$ cat src/rtl/l2_mem_bist_pkg.sv
// Shared types and constants for the L2 SRAM bank BIST initiator.
package l2_mem_bist_pkg;

  // Sequencer states; the encoding is visible on the debug state output.
  typedef enum logic [2:0] {
    IDLE  = 3'd0,
    WRITE = 3'd1,
    READ  = 3'd2,
    DRAIN = 3'd3,
    DONE  = 3'd4
  } bist_state_e;

  // Operation select values carried on mode_i.
  localparam logic [1:0] MODE_FILL        = 2'd0;
  localparam logic [1:0] MODE_FILL_VERIFY = 2'd1;
  localparam logic [1:0] MODE_VERIFY      = 2'd2;
  localparam logic [1:0] MODE_RSVD        = 2'd3;

endpackage

$ cat src/rtl/l2_mem_bist_checker.sv
// Read-data checker: delays the expected word by one cycle so it lines up
// with Q, compares, captures the first failure and counts mismatches.
module l2_mem_bist_checker #(
  parameter int ADDR_WIDTH    = 15,
  parameter int DATA_WIDTH    = 32,
  parameter int ERR_CNT_WIDTH = 16
) (
  input  logic                     clk_i,
  input  logic                     rst_i,
  input  logic                     clear_i,
  input  logic                     rd_issue_i,
  input  logic [ADDR_WIDTH-1:0]    rd_addr_i,
  input  logic [DATA_WIDTH-1:0]    rd_exp_i,
  input  logic [DATA_WIDTH-1:0]    q_i,
  output logic                     fail_o,
  output logic [ADDR_WIDTH-1:0]    fail_addr_o,
  output logic [DATA_WIDTH-1:0]    fail_data_o,
  output logic [ERR_CNT_WIDTH-1:0] err_count_o
);

  logic                     cmp_vld_q;
  logic [ADDR_WIDTH-1:0]    cmp_addr_q;
  logic [DATA_WIDTH-1:0]    cmp_exp_q;
  logic                     fail_q, fail_d;
  logic [ADDR_WIDTH-1:0]    fail_addr_q, fail_addr_d;
  logic [DATA_WIDTH-1:0]    fail_data_q, fail_data_d;
  logic [ERR_CNT_WIDTH-1:0] err_cnt_q, err_cnt_d;
  logic                     mismatch;

  // Q belongs to the read issued in the previous cycle.
  assign mismatch = cmp_vld_q && (q_i != cmp_exp_q);

  // Next status: a new operation clears; otherwise record first fail and count.
  always_comb begin
    fail_d      = fail_q;
    fail_addr_d = fail_addr_q;
    fail_data_d = fail_data_q;
    err_cnt_d   = err_cnt_q;
    if (clear_i) begin
      fail_d      = 1'b0;
      fail_addr_d = '0;
      fail_data_d = '0;
      err_cnt_d   = '0;
    end else if (mismatch) begin
      if (!fail_q) begin
        fail_d      = 1'b1;
        fail_addr_d = cmp_addr_q;
        fail_data_d = q_i;
      end
      if (err_cnt_q != '1) err_cnt_d = err_cnt_q + ERR_CNT_WIDTH'(1);
    end
  end

  // Expected-data delay stage and status registers.
  always_ff @(posedge clk_i) begin
    if (rst_i) begin
      cmp_vld_q   <= 1'b0;
      cmp_addr_q  <= '0;
      cmp_exp_q   <= '0;
      fail_q      <= 1'b0;
      fail_addr_q <= '0;
      fail_data_q <= '0;
      err_cnt_q   <= '0;
    end else begin
      cmp_vld_q   <= rd_issue_i;
      cmp_addr_q  <= rd_addr_i;
      cmp_exp_q   <= rd_exp_i;
      fail_q      <= fail_d;
      fail_addr_q <= fail_addr_d;
      fail_data_q <= fail_data_d;
      err_cnt_q   <= err_cnt_d;
    end
  end

  assign fail_o      = fail_q;
  assign fail_addr_o = fail_addr_q;
  assign fail_data_o = fail_data_q;
  assign err_count_o = err_cnt_q;

endmodule

$ cat src/rtl/l2_mem_bist_initiator.sv
// L2 SRAM bank BIST initiator: fills the bank with pattern ^ address and/or
// reads every word back for checking. Bank outputs are registered and are
// computed from next-state values so they line up with state_q/addr_q.
// Handshake: start_i is a one-cycle request, accepted only in IDLE or DONE;
// busy_o is high while the operation runs and done_o is the sticky completion.
module l2_mem_bist_initiator
  import l2_mem_bist_pkg::*;
#(
  parameter int ADDR_WIDTH    = 15,
  parameter int DATA_WIDTH    = 32,
  parameter int NUM_WORDS     = 28672,
  parameter int ERR_CNT_WIDTH = 16
) (
  input  logic                     CLK,
  input  logic                     RST,
  input  logic                     start_i,
  input  logic [1:0]               mode_i,
  input  logic [DATA_WIDTH-1:0]    pattern_i,
  input  logic                     abort_i,
  output logic                     busy_o,
  output logic                     done_o,
  output logic                     aborted_o,
  output logic                     fail_o,
  output logic [ADDR_WIDTH-1:0]    fail_addr_o,
  output logic [DATA_WIDTH-1:0]    fail_data_o,
  output logic [ERR_CNT_WIDTH-1:0] err_count_o,
  output logic                     CEN,
  output logic                     WEN,
  output logic [DATA_WIDTH/8-1:0]  BEN,
  output logic [ADDR_WIDTH-1:0]    A,
  output logic [DATA_WIDTH-1:0]    D,
  input  logic [DATA_WIDTH-1:0]    Q,
  output logic [2:0]               state_o
);

  // Compare against the last valid address so a full 2**ADDR_WIDTH bank never wraps.
  localparam logic [ADDR_WIDTH-1:0] LAST_ADDR = ADDR_WIDTH'(NUM_WORDS - 1);

  bist_state_e             state_q, state_d;
  logic [ADDR_WIDTH-1:0]   addr_q, addr_d;
  logic [1:0]              mode_q, mode_d;
  logic [DATA_WIDTH-1:0]   pattern_q, pattern_d;
  logic                    done_q, done_d;
  logic                    aborted_q, aborted_d;
  logic                    cen_q, cen_d;
  logic                    wen_q, wen_d;
  logic [ADDR_WIDTH-1:0]   a_q, a_d;
  logic [DATA_WIDTH-1:0]   d_q, d_d;
  logic                    accept;
  logic                    bank_active;

  assign accept = start_i && (state_q == IDLE || state_q == DONE);

  // Next-state, address generation and registered bank-port values.
  always_comb begin
    state_d   = state_q;
    addr_d    = addr_q;
    mode_d    = mode_q;
    pattern_d = pattern_q;
    done_d    = done_q;
    aborted_d = aborted_q;
    case (state_q)
      IDLE, DONE: begin
        if (start_i) begin
          mode_d    = mode_i;
          pattern_d = pattern_i;
          addr_d    = '0;
          done_d    = 1'b0;
          aborted_d = 1'b0;
          case (mode_i)
            MODE_FILL, MODE_FILL_VERIFY: state_d = WRITE;
            MODE_VERIFY:                 state_d = READ;
            default: begin
              state_d = DONE;
              done_d  = 1'b1;
            end
          endcase
        end
      end
      WRITE: begin
        if (abort_i) begin
          state_d   = DONE;
          done_d    = 1'b1;
          aborted_d = 1'b1;
        end else if (addr_q == LAST_ADDR) begin
          addr_d = '0;
          if (mode_q == MODE_FILL) begin
            state_d = DONE;
            done_d  = 1'b1;
          end else begin
            state_d = READ;
          end
        end else begin
          addr_d = addr_q + ADDR_WIDTH'(1);
        end
      end
      READ: begin
        if (abort_i) begin
          state_d   = DONE;
          done_d    = 1'b1;
          aborted_d = 1'b1;
        end else if (addr_q == LAST_ADDR) begin
          state_d = DRAIN;
        end else begin
          addr_d = addr_q + ADDR_WIDTH'(1);
        end
      end
      DRAIN: begin
        state_d   = DONE;
        done_d    = 1'b1;
        aborted_d = abort_i;
      end
      default: state_d = IDLE;
    endcase

    bank_active = (state_d == WRITE) || (state_d == READ);
    cen_d = !bank_active;
    wen_d = (state_d != WRITE);
    a_d   = bank_active ? addr_d : a_q;
    d_d   = (state_d == WRITE) ? (pattern_d ^ DATA_WIDTH'(addr_d)) : d_q;
  end

  // State, latched operands, sticky flags and bank-port registers.
  always_ff @(posedge CLK) begin
    if (RST) begin
      state_q   <= IDLE;
      addr_q    <= '0;
      mode_q    <= MODE_FILL;
      pattern_q <= '0;
      done_q    <= 1'b0;
      aborted_q <= 1'b0;
      cen_q     <= 1'b1;
      wen_q     <= 1'b1;
      a_q       <= '0;
      d_q       <= '0;
    end else begin
      state_q   <= state_d;
      addr_q    <= addr_d;
      mode_q    <= mode_d;
      pattern_q <= pattern_d;
      done_q    <= done_d;
      aborted_q <= aborted_d;
      cen_q     <= cen_d;
      wen_q     <= wen_d;
      a_q       <= a_d;
      d_q       <= d_d;
    end
  end

  l2_mem_bist_checker #(
    .ADDR_WIDTH   (ADDR_WIDTH),
    .DATA_WIDTH   (DATA_WIDTH),
    .ERR_CNT_WIDTH(ERR_CNT_WIDTH)
  ) u_checker (
    .clk_i      (CLK),
    .rst_i      (RST),
    .clear_i    (accept),
    .rd_issue_i (!cen_q && wen_q),
    .rd_addr_i  (a_q),
    .rd_exp_i   (pattern_q ^ DATA_WIDTH'(a_q)),
    .q_i        (Q),
    .fail_o     (fail_o),
    .fail_addr_o(fail_addr_o),
    .fail_data_o(fail_data_o),
    .err_count_o(err_count_o)
  );

  assign busy_o    = (state_q == WRITE) || (state_q == READ) || (state_q == DRAIN);
  assign done_o    = done_q;
  assign aborted_o = aborted_q;
  assign CEN       = cen_q;
  assign WEN       = wen_q;
  assign BEN       = '0;
  assign A         = a_q;
  assign D         = d_q;
  assign state_o   = state_q;

endmodule

$ cat config.mk
export PLATFORM = sky130hd
export DESIGN_NAME = l2_mem_bist_initiator
export DESIGN_NICKNAME = d
export VERILOG_FILES = /design/src/rtl/l2_mem_bist_pkg.sv /design/src/rtl/l2_mem_bist_checker.sv /design/src/rtl/l2_mem_bist_initiator.sv
export SDC_FILE = /design/constraint.sdc
export NUM_CORES = 1
export LEC_CHECK = 0
export BUFFER_PORTS_ARGS = -buffer_cell sky130_fd_sc_hd__buf_2
export CAP_MARGIN = 20
export CORE_MARGIN = 2
export CORE_UTILIZATION = 54
export DETAILED_ROUTE_END_ITERATION = 7
export GPL_ROUTABILITY_DRIVEN = 0
export HOLD_SLACK_MARGIN = 0.1
export PLACE_DENSITY = 0.79
export RECOVER_POWER = 25
export SLEW_MARGIN = 20
export SYNTH_ARGS = -nofsm -noshare
export SYNTH_HDL_FRONTEND = slang
export SYNTH_HIERARCHICAL = 1
export SYNTH_SLANG_ARGS = --single-unit
export TNS_END_PERCENT = 5
$ cat constraint.sdc
create_clock -name CLK -period 3.2 [get_ports CLK]
set_clock_uncertainty 0.1 [all_clocks]
set_input_delay 0.16 -clock CLK [delete_from_list [all_inputs] [get_ports CLK]]
set_output_delay 0.16 -clock CLK [all_outputs]
set_load 0.01 [all_outputs]
Word level (Yosys, flattened, before mapping)
Index checks and enable logic that the tools add are counted.
{"block": "classes", "reduce_logical": 24, "n_addsub": 2, "n_mux": 25, "n_bitwise": 3, "eq_ne": 17}
{"op": "$mux W15", "count": 5}
{"op": "$mux W32", "count": 2}
{"op": "$xor A32 B15 Y32", "count": 2}
{"op": "$pmux W15 S3", "count": 1}
{"op": "$ne A32 B32 Y1", "count": 1}
{"op": "$mux W3", "count": 6}
{"op": "$add A16 B1 Y16 const B", "count": 1}
{"op": "$ne A16 B16 Y1 const B", "count": 1}
{"op": "$add A15 B1 Y15 const B", "count": 1}
{"op": "$eq A15 B15 Y1 const B", "count": 1}
{"op": "$pmux W3 S4", "count": 1}
{"op": "$eq A3 B2 Y1 const B", "count": 3}
{"op": "$reduce_or A2 Y1", "count": 4}
{"op": "$mux W1", "count": 7}
{"op": "$eq A3 B1 Y1 const B", "count": 2}
{"op": "$ne A3 B3 Y1 const B", "count": 2}
{"op": "$pmux W3 S2", "count": 1}
{"op": "$reduce_and A2 Y1", "count": 3}
{"op": "$reduce_and A5 Y1", "count": 1}
{"op": "$logic_not A2 Y1", "count": 2}
{"op": "$logic_or A1 B1 Y1", "count": 4}
{"op": "$ne A2 B2 Y1 const B", "count": 2}
{"op": "$pmux W1 S4", "count": 1}
{"op": "$reduce_bool A4 Y1", "count": 1}
{"op": "13 further kinds", "count": 16}
{"block": "totals", "inputBits": 70, "elab_cells": 88, "output_inout_bits": 123, "ff_bits": 215}

Depth between registers and ports, before layout
{"block": "depth", "depth_word": 8, "depth_mapped": 11}

Hierarchy
The synthesis kept the hierarchy.
{"module": "l2_mem_bist_initiator", "area_each_um2": 4730.8, "seq_area_each_um2": 2062.0, "cells_per_inst": 520, "instances": 1}
{"module": "l2_mem_bist_checker", "area_each_um2": 4190.3, "seq_area_each_um2": 2242.2, "cells_per_inst": 421, "instances": 1}

Worst setup path after synthesis
OpenSTA, ideal clock, no wires.
{"block": "synth_path", "kind": "register -> register", "startpoint": "register state_q[1] (netlist: state_o[1])", "endpoint": "register u_checker.fail_data_q[11] (netlist: u_checker/fail_data_o[11])", "t_arrival_ps": 2190, "stages_incl_launch_ff": 10, "path_slack_ps": 783, "setup_time_ps": 128, "period_less_slack_ps": 2417, "path_cell_list": "dfxtp_1 or3b_1 buf_4 buf_4 inv_1 or2_2 clkbuf_1 clkbuf_1 clkbuf_1 nor2_1"}
{"block": "synth_between", "elab_chain_len": 4, "elab_cells_between_ends": 5, "classes_between": "eq/ne: 1; reduce/logical: 4"}
{"item": "start, declared", "line_no": "l2_mem_bist_initiator.sv:39", "rtl": "bist_state_e state_q, state_d;"}
{"item": "start signal, assigned", "line_no": "l2_mem_bist_initiator.sv:137", "rtl": "state_q <= state_d;"}
{"item": "$eq A3 B3 Y1 or $logic_not A3 Y1 (tied branches)", "line_no": "l2_mem_bist_initiator.sv:52", "rtl": "assign accept = start_i && (state_q == IDLE || state_q == DONE);"}
{"item": "$logic_or A1 B1 Y1 (*)", "line_no": "l2_mem_bist_initiator.sv:52"}
{"item": "$logic_and A1 B1 Y1 (*)", "line_no": "l2_mem_bist_initiator.sv:52"}
{"item": "net accept", "line_no": "l2_mem_bist_initiator.sv:49", "rtl": "logic accept;"}
{"item": "$reduce_or A2 Y1 (no source line) (*)"}
{"item": "end signal, assigned", "line_no": "l2_mem_bist_checker.sv:70", "rtl": "fail_data_q <= fail_data_d;"}
{"item": "end, declared", "line_no": "l2_mem_bist_checker.sv:26", "rtl": "logic [DATA_WIDTH-1:0] fail_data_q, fail_data_d;"}
The timed path passes the listed nets; every way through them passes the cells marked *.
A chain may end at the register's enable or synchronous reset.

Final worst setup path
{"block": "layout_path", "startpoint": "register state_q[1] (netlist: state_o[1])", "endpoint": "register u_checker.err_cnt_q[12] (netlist: u_checker/err_count_o[12])"}
{"block": "layout_between", "elab_chain_len": 4, "elab_cells_between_ends": 5, "classes_between": "eq/ne: 1; reduce/logical: 4"}
{"item": "$eq A3 B3 Y1 or $logic_not A3 Y1 (tied branches)", "line_no": "l2_mem_bist_initiator.sv:52"}
{"item": "$logic_or A1 B1 Y1 (*)", "line_no": "l2_mem_bist_initiator.sv:52"}
{"item": "$logic_and A1 B1 Y1 (*)", "line_no": "l2_mem_bist_initiator.sv:52"}
{"item": "net accept", "line_no": "l2_mem_bist_initiator.sv:49"}
{"item": "$reduce_or A2 Y1 (no source line) (*)"}
{"item": "end signal, assigned", "line_no": "l2_mem_bist_checker.sv:71", "rtl": "err_cnt_q <= err_cnt_d;"}
{"item": "end, declared", "line_no": "l2_mem_bist_checker.sv:27", "rtl": "logic [ERR_CNT_WIDTH-1:0] err_cnt_q, err_cnt_d;"}
Marked as above.

==> summary.md <==
| Metric | Value |
|---|---|
| Standard-cell row count | 46 |
| Shortest period the worst path allows | 2620 ps |
| Detailed Routing Iterations Pass 1 | 5 |
| Clock network latency to the later pin of the worst-skew pair | 500 ps |
| Number of I/O pins | 193 |
| Most area-consuming cells after synthesis | sky130_fd_sc_hd__dfxtp_1, sky130_fd_sc_hd__mux2i_1, sky130_fd_sc_hd__nor2_1 |
| Fraction of power consumed by sequential logic | 48.2% |
| Area of the mapped netlist | 0.00892 sq mm |
| Final cell count without fillers | 1412 |
| HPWL after detailed placement | 16.1 mm |
| Endpoint arrival time on the critical path | 2920 ps |
| Max-capacitance violation count | 0 |
| Average instance area after synthesis | 9.48 sq um |
| Post-detailed-route via-to-cell ratio | 5.55 |
| Net count reported at finish | 1252 |
| Required time worst endpoint | 3500 ps |
| Total clock sinks | 215 |
| Most used flip-flop cell after synthesis | sky130_fd_sc_hd__dfxtp_1 |
| Pin count of the biggest net entering global routing | 68 |
| Critical path fanouts, max | 32 |
| Worst-case setup slack after placement | 604 ps |
| Cell at the root of the clock tree | sky130_fd_sc_hd__clkbuf_16 |
| Number of buffers created by CTS | 22 |
| Worst Hold Slack | 345 ps |
| Number of buffers added for setup after CTS | 0 |
| First-pass GRT wire length | 37.7 mm |
| CTS Buffer Depth | 3 |
| TritonCTS clock tree | yes |
| Yosys synthesis warning count | 6 |
| Drt drc | 0 |
| F_max | 381 MHz |
| Cell type with the largest total area after synthesis | sky130_fd_sc_hd__dfxtp_1 |
| Number of placed instances with taps included | 1302 |
| Share of synthesized area occupied by flip-flops and latches | 48.2% |
| Share of Yosys cell area claimed by the top area cell type | 48.2% |
| Nature of the critical path startpoint | register |
| Post-layout instance area | 0.0113 sq mm |
| Final number of max-transition violations | 0 |
| Core Box Area | 0.0160 sq mm |
| Starting utilization of the core area | 55.8% |
| Standard cell area after detailed placement | 0.0100 sq mm |
| Clock network fraction of total power | 39.4% |
| Share of the cycle needed by the critical path after routing | 82.0% |
| Die extent in x | 133 um |
| Area Overhead vs Synth | 26.5% |
| Wire length per cell | 17.1 um |
| Class of the tightest hold or removal check | register to register |
| Total number of vias | 7841 |
| Final setup violating endpoints | 0 |
| Post-route worst setup slack | 576 ps |
| Number of gates given a new drive strength after cts | 0 |
| Share of post-route cells with drive strength above 1 | 16.8% |
| Vert. Die Dim | 133 um |
| Power share of the combinational group | 12.4% |
| Actual transition at the worst max-transition pin | 935 ps |
| Tot GR Track Use | 26.5% |
| P per Cell Area | 532 mW/mm^2 |
| Count of flip-flops with a built-in enable after synthesis | 0 |
| Number of global-route vias before repair | 7308 |
| Grt ovf | 0 |
| Reported leakage power | 4.55 nW |
| Syn Inst Count | 941 |
| Peak ir drop on the vdd network | 0.376 mV |
| Fraction of synthesis flops using an asynchronous set or reset pin | 0% |
| Reported net switching power | 1.52 mW |
| Hold Vio Cnt, Final | 0 |
| Internal power | 4.48 mW |
| WL final | 24.1 mm |
| Detailed Route Iter0 Violations | 594 |
| Total Negative Setup Slacks | 0 ps |
| Post-CTS clock slew at the launch and capture registers of the worst setup and hold paths | 60 ps |
| Crit path kind | register to register |
| Distinct cell type count after synthesis | 88 |
| Initial antenna violation count | 2 |
| Input/output buffers | 188 |
| Full die area | 0.0176 sq mm |
| Status | completed |
| Post-DRT Antenna Nets | 0 |
| Switching power share of the total | 25.4% |
| CP endpoint kind | register |
| Fill cell instance count of the final layout | 1239 |
| Unrepaired setup endpoints after global routing | no |
| Max-slew headroom | 37.7% |
| Number of buffers added to fix hold violations after cts | 69 |
| Number of levels in the clock H-tree | 1 |
| Post-synthesis register bit count | 215 |
[registers in the layout, indices dropped and copies added (netlist names), 2 cells and up]
signal / cells
A: 15
D: 32
addr_q: 15
mode_q: 2
pattern_q: 32
state_o: 3
u_checker/cmp_addr_q: 15
u_checker/cmp_exp_q: 32
u_checker/err_count_o: 16
u_checker/fail_addr_o: 15
u_checker/fail_data_o: 32
[placed cells by master, fill, tap and decap left out, drive strengths merged, types with 31 or more instances in the layout]
cell,Yosys,final
dfxtp,215,215
a211oi,31,31
nor2b,51,51
buf,27,132
nand2,47,47
nor2,140,140
mux2i,69,69
a21oi,32,32
nand3,36,36
dlygate4sd3,0,69
clkbuf,37,105
xnor2,39,39
[power groups by stage]
| stage | Clock, mW | Combinational [mW] | Sequential (mW) |
|---|---|---|---|
| 2_1_floorplan | 0 | 0.434 | 2.95 |
| 3_3_place_gp | 0 | 0.670 | 2.94 |
| 3_5_place_dp | 0 | 0.678 | 2.94 |
| 4_1_cts | 2.40 | 0.748 | 2.89 |
| 5_1_grt | 2.52 | 0.807 | 2.90 |
| 6_report | 2.36 | 0.746 | 2.89 |
[kinds of logic after synthesis]
family,Yosys count,share of synthesized area [%]
and+or+nand+nor,360,21.0
DFF,215,48.2
AOI/OAI and AO/OA,156,12.5
buffers and inverters,77,4.08
muxes,71,8.04
xor gates and xnor gates,58,5.69
adders and majority gates,3,0.421
other,1,0.0420
[through the flow]
stage	power [mW]	utilization [%]
final	6.00	70.5
after global routing	6.23	70.5
after CTS	6.03	71.1
after detailed placement	3.62	62.6
after global placement	3.61	62.6
after floorplan	3.38	-
[cell usage after synthesis (9+ instances only)]
cell type,n
sky130_fd_sc_hd__nand2_1,47
sky130_fd_sc_hd__nor2b_1,51
sky130_fd_sc_hd__clkbuf_1,36
sky130_fd_sc_hd__a211oi_1,31
sky130_fd_sc_hd__dfxtp_1,215
sky130_fd_sc_hd__nor2_1,140
sky130_fd_sc_hd__xor2_1,19
sky130_fd_sc_hd__inv_1,12
sky130_fd_sc_hd__nand4_1,11
sky130_fd_sc_hd__nand2b_1,9
sky130_fd_sc_hd__o21ai_0,21
sky130_fd_sc_hd__buf_2,14
sky130_fd_sc_hd__xnor2_1,39
sky130_fd_sc_hd__mux2i_1,69
sky130_fd_sc_hd__nor3_1,9
sky130_fd_sc_hd__nand3_1,34
sky130_fd_sc_hd__or3_1,10
sky130_fd_sc_hd__a21oi_1,30
[critical path, cell delays in order (launching register included)]
cell                       delay, ps
sky130_fd_sc_hd__dfxtp_1         640
sky130_fd_sc_hd__or3b_2          390
sky130_fd_sc_hd__inv_1           280
sky130_fd_sc_hd__nor2_2          440
sky130_fd_sc_hd__buf_4           390
sky130_fd_sc_hd__o311ai_0        180
sky130_fd_sc_hd__o41ai_1          90
[layer usage]
layer / GRT usage [%] / vias up / part of all wire (%)
met5: 0 / - / 0
met3: 4.33 / 66 / 7.4
met4: 11.2 / 0 / 3.9
met2: 42.3 / 343 / 46
li1: - / 3763 / -
met1: 35.6 / 3669 / 43
[area by class of cell]
class / instances / area (sq um) / share of cell area (%)
sequential: 215 / 4300 / 38.1
multi-input combinational: 652 / 4290 / 38.0
timing repair buffer: 275 / 1700 / 15.1
clock buffer: 31 / 614 / 5.44
tap: 216 / 270 / 2.39
clock inverter: 8 / 53.8 / 0.477
inverter: 13 / 48.8 / 0.432
antenna: 2 / 5.00 / 0.0443
[final timing paths]
| path | from | to | slack [ps] | cells past startpoint |
|---|---|---|---|---|
| min | u_checker/cmp_addr_q[4] | u_checker/fail_addr_o[4] | 350 | 2 |
| min reg2reg | u_checker/cmp_addr_q[4] | u_checker/fail_addr_o[4] | 350 | 2 |
| max | state_o[1] | u_checker/err_count_o[12] | 580 | 6 |
| max reg2reg | state_o[1] | u_checker/err_count_o[12] | 580 | 6 |
(Power assumes the default switching activity.)
